$ cat config.mk
export PLATFORM = sky130hd
export DESIGN_NAME = fetch_unit
export DESIGN_NICKNAME = d
export VERILOG_FILES = /design/src/rtl/fetch_unit.sv
export SDC_FILE = /design/constraint.sdc
export NUM_CORES = 1
export LEC_CHECK = 0
export ABC_AREA = 1
export CORE_MARGIN = 3
export CORE_UTILIZATION = 56
export CTS_CLUSTER_DIAMETER = 80
export DETAILED_ROUTE_END_ITERATION = 12
export HOLD_SLACK_MARGIN = 0.03
export MAX_ROUTING_LAYER = met4
export PLACE_DENSITY_LB_ADDON = 0.25
export SETUP_SLACK_MARGIN = 0.2
export SYNTH_ARGS = -nofsm -noshare
export SYNTH_HDL_FRONTEND = slang
export SYNTH_SLANG_ARGS = --single-unit
$ cat constraint.sdc
create_clock -name i_clk -period 4.1 [get_ports i_clk]
set_input_delay 0.41 -clock i_clk [delete_from_list [all_inputs] [get_ports i_clk]]
set_output_delay 0.41 -clock i_clk [all_outputs]
set_load 0.01 [all_outputs]
$ cat src/rtl/fetch_unit.sv
// Instruction fetch unit: a PC register drives instruction memory, and each
// fetched word is captured together with its address and a misalignment tag
// into a small FIFO that feeds decode.
//
// Handshake: o_valid/i_ready follow strict valid/ready semantics. An entry
// transfers on a rising edge where o_valid && i_ready. While o_valid=1 and
// i_ready=0 the head outputs hold steady. A redirect overrides everything in
// its cycle: the buffer is flushed even if a transfer would have happened, and
// the head offered in that cycle still counts as taken by decode.
`ifndef XLEN
`define XLEN 32
`endif
`ifndef INST_WIDTH
`define INST_WIDTH 32
`endif

module fetch_unit #(
  parameter logic [`XLEN-1:0] RESET_PC = 32'h0000_0000,
  parameter int               DEPTH    = 2
) (
  input  logic                   i_clk,
  input  logic                   i_rst_n,
  output logic [`XLEN-1:0]       o_imem_addr,
  input  logic [`INST_WIDTH-1:0] i_imem_inst,
  input  logic                   i_redirect,
  input  logic [`XLEN-1:0]       i_redirect_pc,
  output logic                   o_valid,
  input  logic                   i_ready,
  output logic [`INST_WIDTH-1:0] o_inst,
  output logic [`XLEN-1:0]       o_pc,
  output logic                   o_misaligned
);

  localparam int AW = $clog2(DEPTH);
  localparam int CW = AW + 1;
  localparam logic [CW-1:0] FULL = CW'(DEPTH);

  typedef struct packed {
    logic [`XLEN-1:0]       pc;
    logic [`INST_WIDTH-1:0] inst;
    logic                   misaligned;
  } entry_t;

  logic [`XLEN-1:0] pc;
  logic [AW-1:0]    wr_ptr;
  logic [AW-1:0]    rd_ptr;
  logic [CW-1:0]    count;
  entry_t           buf_mem [DEPTH];

  logic pop;
  logic push;
  entry_t head;

  // Memory address is the PC itself; there is no other path to memory.
  assign o_imem_addr = pc;

  // Transfer and fetch decisions; a full buffer only accepts a new word when
  // the head leaves in the same cycle, and a redirect suppresses fetching.
  always_comb begin
    pop  = 1'b0;
    push = 1'b0;
    if (count != '0 && i_ready) pop = 1'b1;
    if (!i_redirect && (count < FULL || pop)) push = 1'b1;
  end

  // Head outputs come straight from buffer registers, never from memory.
  assign head         = buf_mem[rd_ptr];
  assign o_valid      = (count != '0);
  assign o_inst       = head.inst;
  assign o_pc         = head.pc;
  assign o_misaligned = head.misaligned;

  // PC, pointers, occupancy and buffer storage; reset clears all of it at once.
  always_ff @(posedge i_clk or negedge i_rst_n) begin
    if (!i_rst_n) begin
      pc     <= RESET_PC;
      wr_ptr <= '0;
      rd_ptr <= '0;
      count  <= '0;
      for (int i = 0; i < DEPTH; i++) buf_mem[i] <= '0;
    end else if (i_redirect) begin
      pc     <= i_redirect_pc;
      wr_ptr <= '0;
      rd_ptr <= '0;
      count  <= '0;
    end else begin
      if (push) begin
        buf_mem[wr_ptr] <= '{pc: pc, inst: i_imem_inst, misaligned: (pc[1:0] != 2'b00)};
        wr_ptr          <= wr_ptr + AW'(1);
        pc              <= pc + `XLEN'(4);
      end
      if (pop) rd_ptr <= rd_ptr + AW'(1);
      case ({push, pop})
        2'b10:   count <= count + CW'(1);
        2'b01:   count <= count - CW'(1);
        default: count <= count;
      endcase
    end
  end

endmodule

; Yosys cells after proc, flatten, opt, wreduce, memory -nomap -nowiden
; Cells that the tools add are included.
[op_classes]
order_cmp = 4
addsub = 5
muxes = 16
n_eq_ne = 2
n_reduce_logical = 11
bitwise_logic = 3
[op_table]
columns = op, count
row1 = 65-bit two-way mux, 4
row2 = 130-bit bitwise mux, 1
row3 = 65-bit demux with 1-bit select, 1
row4 = 32-bit two-way mux, 2
row5 = "32-bit by 3-bit adder with 32-bit output, second input constant", 1
row6 = 2-bit nonzero test, 4
row7 = 1-bit two-way mux, 6
row8 = "2-bit >= comparator, second input constant", 2
row9 = 1-bit inverter with 2-bit output, 2
row10 = 2-bit case mux with 2 select lines, 1
row11 = 1-bit logical AND, 3
row12 = 3-bit nonzero test, 1
row13 = "1-bit adder, second input constant", 2
row14 = "2-bit by 1-bit adder with 2-bit output, second input constant", 1
row15 = "2-bit by 1-bit equality test with 1-bit output, second input constant", 1
row16 = "2-bit equality test, second input constant", 1
row17 = "2-bit by 1-bit < comparator with 1-bit output, second input constant", 1
row18 = "2-bit < comparator, second input constant", 1
row19 = 2-bit two-way mux, 1
row20 = 2-bit AND reduction, 1
row21 = "2-bit by 1-bit subtractor with 2-bit output, second input constant", 1
row22 = 1-bit logical NOT, 1
row23 = 1-bit logical OR, 1
row24 = 1-bit inverter, 1
[word_totals]
ff_bits = 166
in_bits = 68
output_inout_bits = 98

; Longest topological paths before layout
[depth]
ltp_word = 9
ltp_mapped = 11

; Worst setup path after synthesis
; OpenSTA, ideal clock, no wires.
[synth_path]
path_kind = register to output
from = register rd_ptr
to = output port o_pc[12]
required_ns = 3.690
path_stages_with_launch = 6
setup_slack_ns = 2.524
path_buffers = 2
arrival_time_ns = 1.166
cell_sequence = dfrtp_1 -> inv_1 -> clkbuf_1 -> buf_1 -> nand2_1 -> nand2_1
[synth_via]
elab_chain_len = 4
[synth_rtl]
columns = item, line
row1 = "start, declared", 46  ; logic [AW-1:0] rd_ptr;
row2 = "start signal, assigned", 92  ; if (pop) rd_ptr <= rd_ptr + AW'(1);
row3 = 1-bit inverter with 2-bit output (implied by the code), 67  ; assign head = buf_mem[rd_ptr];
row4 = 65-bit two-way mux (implied by the code) (3 in series), 67
row5 = "end, declared", 30  ; output logic [`XLEN-1:0] o_pc,
; No other way between the ends. The select of a mux whose other input is x is not followed.

; Worst setup path after layout
[layout_path]
from = register rd_ptr
to = output port o_pc[19]
; Same word-level chain as after synthesis.

==> impl_metrics.json <==
{
  "outcome": "complete, no violations",
  "slew_viol_final": 0,
  "dr_total_vias": 7324,
  "synth_flop_cell": "dfrtp_1",
  "synth_top_family_by_area": "simple AND/OR/NAND/NOR gates",
  "grt_overflow": 0,
  "timing.final.crit_share_pct": 71.9,
  "cts_hold_buf": 0,
  "cts_buffers": 17,
  "switching_share_pct": 31.4,
  "cts_num_sinks": 166,
  "postRouteAntennaNets": 0,
  "cp_data_required_time_ns": 3.69,
  "drc": 0,
  "synth_cell_types": 32,
  "finalWirelength_mm": 20.6,
  "yosys.area_share.xor_xnor_pct": 0.421,
  "fin_total_pwr_w": 0.00523,
  "synth_fa_ha_area_share_pct": 0.150,
  "syn-num-nets": 1139,
  "h-tree-depth": 4,
  "fp.dieArea_mm2": 0.0164,
  "p_sw_w": 0.00164,
  "cellInternalPower_w": 0.00358,
  "placed_cell_area_mm2": 0.00992,
  "synth_edf_count": 0,
  "diodes": 0,
  "clockBufferDepth": 2,
  "hp-class": "input port to asynchronous set/reset pin",
  "pwr-share-seq_pct": 42.4,
  "crit_slowest_cell": "inv_2",
  "p_comb_share_pct": 27.4,
  "grt_usage_pct": 26.4,
  "die_w_um": 128,
  "area_growth_pct": 26.4,
  "worstMarginPinSlew_ns": 1.19,
  "grt_pass1_wl_mm": 33.8,
  "grt_max_degree": 101,
  "pwr-share-clk_pct": 30.2,
  "start_util_pct": 58.6,
  "synth_cells": 1070,
  "rows": 43,
  "critPathKind": "flop to output port",
  "yosys_warnings": 0,
  "cp_top_family": "buffers and inverters",
  "clock.fmax_mhz": 339,
  "path_buf_inv": 2,
  "yosys.area_share.simple_pct": 27.7,
  "drive_above_1_share_pct": 9.56,
  "crit_chain": "inv_2 > nand2_1 > nand2_1 > clkdlybuf4s50_1",
  "ys_seq_area_share_pct": 49.9,
  "port_buffers": 165,
  "clk_latency_ns": 0.42,
  "core_area_mm2": 0.0142,
  "synth_compound_gate_area_share_pct": 13.0,
  "slew_headroom_pct": 20.5,
  "cp_max_fo": 66,
  "finalCriticalPeriod_ns": 2.95,
  "cp.arrival_ns": 2.54,
  "nFillCells": 1123,
  "cts.repair.resized": 0,
  "drt-pass1-iter-count": 5,
  "critPathMostFrequentCell": "nand2_1",
  "wl_per_cell_um": 14.7,
  "slowest_delay_ns": 0.85,
  "drt-vias-per-instance": 5.22,
  "die_h_um": 128,
  "power_density_mw_per_mm2": 497,
  "nNetsFinal": 1280,
  "finalSetupViolCount": 0,
  "cp-start-kind": "flop",
  "hpwl_mm": 13.9,
  "postCtsSetupBuffers": 0,
  "ios": 166,
  "cap_violations": 0,
  "synth_area_mm2": 0.00832,
  "drt_iter0_drc": 622,
  "rsz0062_at_grt": "no",
  "synth_area_per_cell_um2": 7.77,
  "first_global_vias": 6945,
  "cts_root_buffer": "clkbuf_16",
  "muxShareOfSynthArea_pct": 0,
  "antenna_found_initial": 0,
  "finish.instance_area_mm2": 0.0105,
  "ir_worst_vdd_v": 0.000283,
  "gp_congestion": 0.932,
  "clk_pin_slew_ns": 0.06,
  "synth.ff_latch_count": 166,
  "endpoint_kind": "output port",
  "fin_setup_tns_ns": 0,
  "synthArstFlopShare_pct": 100,
  "hold_viol": 0,
  "clock_skew_ns": 0.00855,
  "leakagePower_nw": 5.15,
  "cts_tree": "done"
}
kinds of logic (layout without fill, tap and decap cells):
logic type	after synthesis	after routing
flip-flops	166	166
AND/OR/NAND/NOR	584	584
XOR/XNOR	4	4
buffers and inverters	149	303
AO/OA/AOI/OAI	166	166
adder cells (fa/ha/maj)	1	1
synth_stat cells (4+ instances only):
library cell  count  share of area (%)
xor2_1            4               0.42
dfrtp_1         166                 50
buf_6            21                2.8
buf_2             4               0.24
nor2_1           56                2.5
buf_1             7               0.32
clkbuf_1         18               0.81
o21ai_0          17                1.0
o21ai_1          75                4.5
o21ai_2          61                6.4
nand2_4           4               0.54
nand3_1          41                2.5
nand2_1         471                 21
inv_1            94                4.2
o211ai_1          6               0.54
cells in the final DEF, fill, tap and decap left out, types with 5 or more instances in the layout:
cell type,synthesis,final
buf_4,0,7
clkbuf_16,0,17
clkdlybuf4s50_1,0,164
dfrtp_1,166,165
inv_1,94,93
nand2_1,471,471
nand2_4,4,5
nand3_1,41,41
nor2_1,56,56
o211ai_1,6,6
o21ai_0,17,17
o21ai_1,75,75
o21ai_2,61,61
power by group through the flow:
stage               clock network (W)  logic, W  registers, W
floorplan                           0  0.000817       0.00220
global placement                    0   0.00140       0.00222
detailed placement                  0   0.00144       0.00223
CTS                           0.00159   0.00145       0.00221
global route                  0.00167   0.00160       0.00226
finish                        0.00158   0.00143       0.00221
metrics by stage:
stage | setup slack [ns] | hold slack, ns | utilization, % | cells
finish | 1.15 | 0.0672 | 74.0 | 1404
global route | 0.960 | 0.137 | 74.0 | 1404
CTS | 1.11 | 0.115 | 74.0 | 1404
detailed placement | 1.12 | 0.467 | 69.9 | 1372
global placement | 1.23 | 0.464 | 69.9 | 1372
floorplan | 2.52 | 0.114 | - | 1070
layer usage:
layer	routed length (um)	vias up	GRT usage [%]
li1	-	3626	-
met1	9530	3400	37.2
met2	9300	265	39.9
met3	1380	33	4.17
met4	401	0	8.18
met5	0	-	-
final cells by class:
cell class                      instances  area (um2)  share of cell area [%]
Clock buffer                           19         443                    4.21
Clock inverter                         13         148                    1.40
Inverter                               98         373                    3.55
Multi-Input combinational cell        755        3440                    32.8
Sequential cell                       166        4160                    39.5
Tap cell                              180         225                    2.14
Timing Repair Buffer                  173        1730                    16.4
sequential cells by signal (all words and copies together), names as in the netlist:
register and count:
buf_mem 130, rd_ptr 1, o_imem_addr 32, wr_ptr 1, count 2
final timing paths:
path	cells after the start	slack [ns]	to	from
min in group i_clk	2	0.48	buf_mem[106]	buf_mem[106]
max reg2reg	10	1.39	buf_mem[61]	count[1]
min	1	0.07	buf_mem[90]	i_rst_n
max	4	1.15	o_pc[19]	rd_ptr
min reg2reg	2	0.48	buf_mem[106]	buf_mem[106]
max in group asynchronous	2	3.18	o_imem_addr[18]	i_rst_n
Power figures use the tool's default switching activity.
==> variant: new RTL, same settings <==
Change the macro `XLEN` from 32 to 16.
--- a/src/rtl/fetch_unit.sv
+++ b/src/rtl/fetch_unit.sv
@@ -8,7 +8,7 @@
 // its cycle: the buffer is flushed even if a transfer would have happened, and
 // the head offered in that cycle still counts as taken by decode.
 `ifndef XLEN
-`define XLEN 32
+`define XLEN 16
 `endif
 `ifndef INST_WIDTH
 `define INST_WIDTH 32
Interface: changed (resized i_redirect_pc, o_imem_addr and o_pc); port bits go from 166 to 118. No check against the original RTL was run, so the function may have changed too.
==> variant against the original RTL <==
- cell area down 32%
- clock power is 13% lower
- sequential share of layout area rose by 2.1 points
- final cell count fell by 34%
- sequential cell count fell by 48
- die area shrank 34%
- non-clock buffer count down 54
- total power is 26% lower
- first-iteration DRC count is 59% lower
- routed wire length fell by 36%
- synthesized area is 35% lower
- setup slack improved by 0.13 ns
- largest power group unchanged
- highest routed layer unchanged
==> variant: results <==
[layout]
area_share_nonclk_buffers_pct = 16.67
final.signal_buffer_count = 119
layout.filler_cells = 706
multi_input_area_mm2 = 0.002016
inv_count = 62
postLayoutCoreUtil_pct = 76.50
layout-drive-gt1-share_pct = 5.382
n_multi_input_combinational_cell = 469
clock_area_share_pct = 7.805
finalNetCount = 840
largest_register_ffs = 98

[sta]
worst_slew_pin_slew_ns = 1.107
clock-skew-final_ns = 0.007773

[critical_path]
reg2reg_slack_ns = 1.82
r2r_end = buf_mem[76]
timing.critical_path.slowest_cell_delay_ns = 0.66
worstRegToRegCells = 6
arrival_ns = 2.41
worstPathMaxFanout = 50

[placement]
numPortBuffers = 117
post_dp_cell_area_mm2 = 0.006548

[floorplanning]
placement_rows = 35

[power]
p_leak_nw = 3.542
ir_worst_vdd_uv = 305.9

[clocking]
cts.sink_count = 118
ctsRootBufferMaster = clkbuf_8

[synth]
syn-instance-count = 683
synthDistinctLibCells = 21

[global_route]
wire_length_of_the_first_global_routing_pass_mm = 22.58
grt_start_max_net_pins = 100
grt_usage_pct = 26.30

[route]
drt-met1-wl_mm = 5.580
routed_via_density = 5.287
route.met2.wl_mm = 6.453

[outcome]
outcome = complete, no violations
-- variant: worst max path at each step --
stage	to	slack [ns]	depth (start not counted)	start
6_report	o_pc[8]	1.28	4	rd_ptr
5_1_grt	o_pc[10]	1.11	4	rd_ptr
4_1_cts	o_pc[8]	1.25	4	rd_ptr
3_5_place_dp	buf_mem[76]	1.23	4	i_redirect
3_3_place_gp	buf_mem[68]	1.39	4	i_redirect
2_1_floorplan	buf_mem[14]	2.57	9	count[1]
-- variant: cell families (layout without fill, tap and decap cells) --
group / after synthesis / in the layout / synth area share (%)
flip-flops: 118 / 118 / 54.88
AO/OA/AOI/OAI: 114 / 114 / 10.95
buffers and inverters: 96 / 212 / 7.651
adder cells (fa/ha/maj): 1 / 1 / 0.2325
XOR/XNOR: 2 / 2 / 0.3256
AND/OR/NAND/NOR: 352 / 352 / 25.95
-- variant: where the power goes --
part           internal [mW]  switching, mW
clock                  0.884          0.487
sequential              1.42          0.158
combinational          0.437          0.472
total                   2.74           1.12
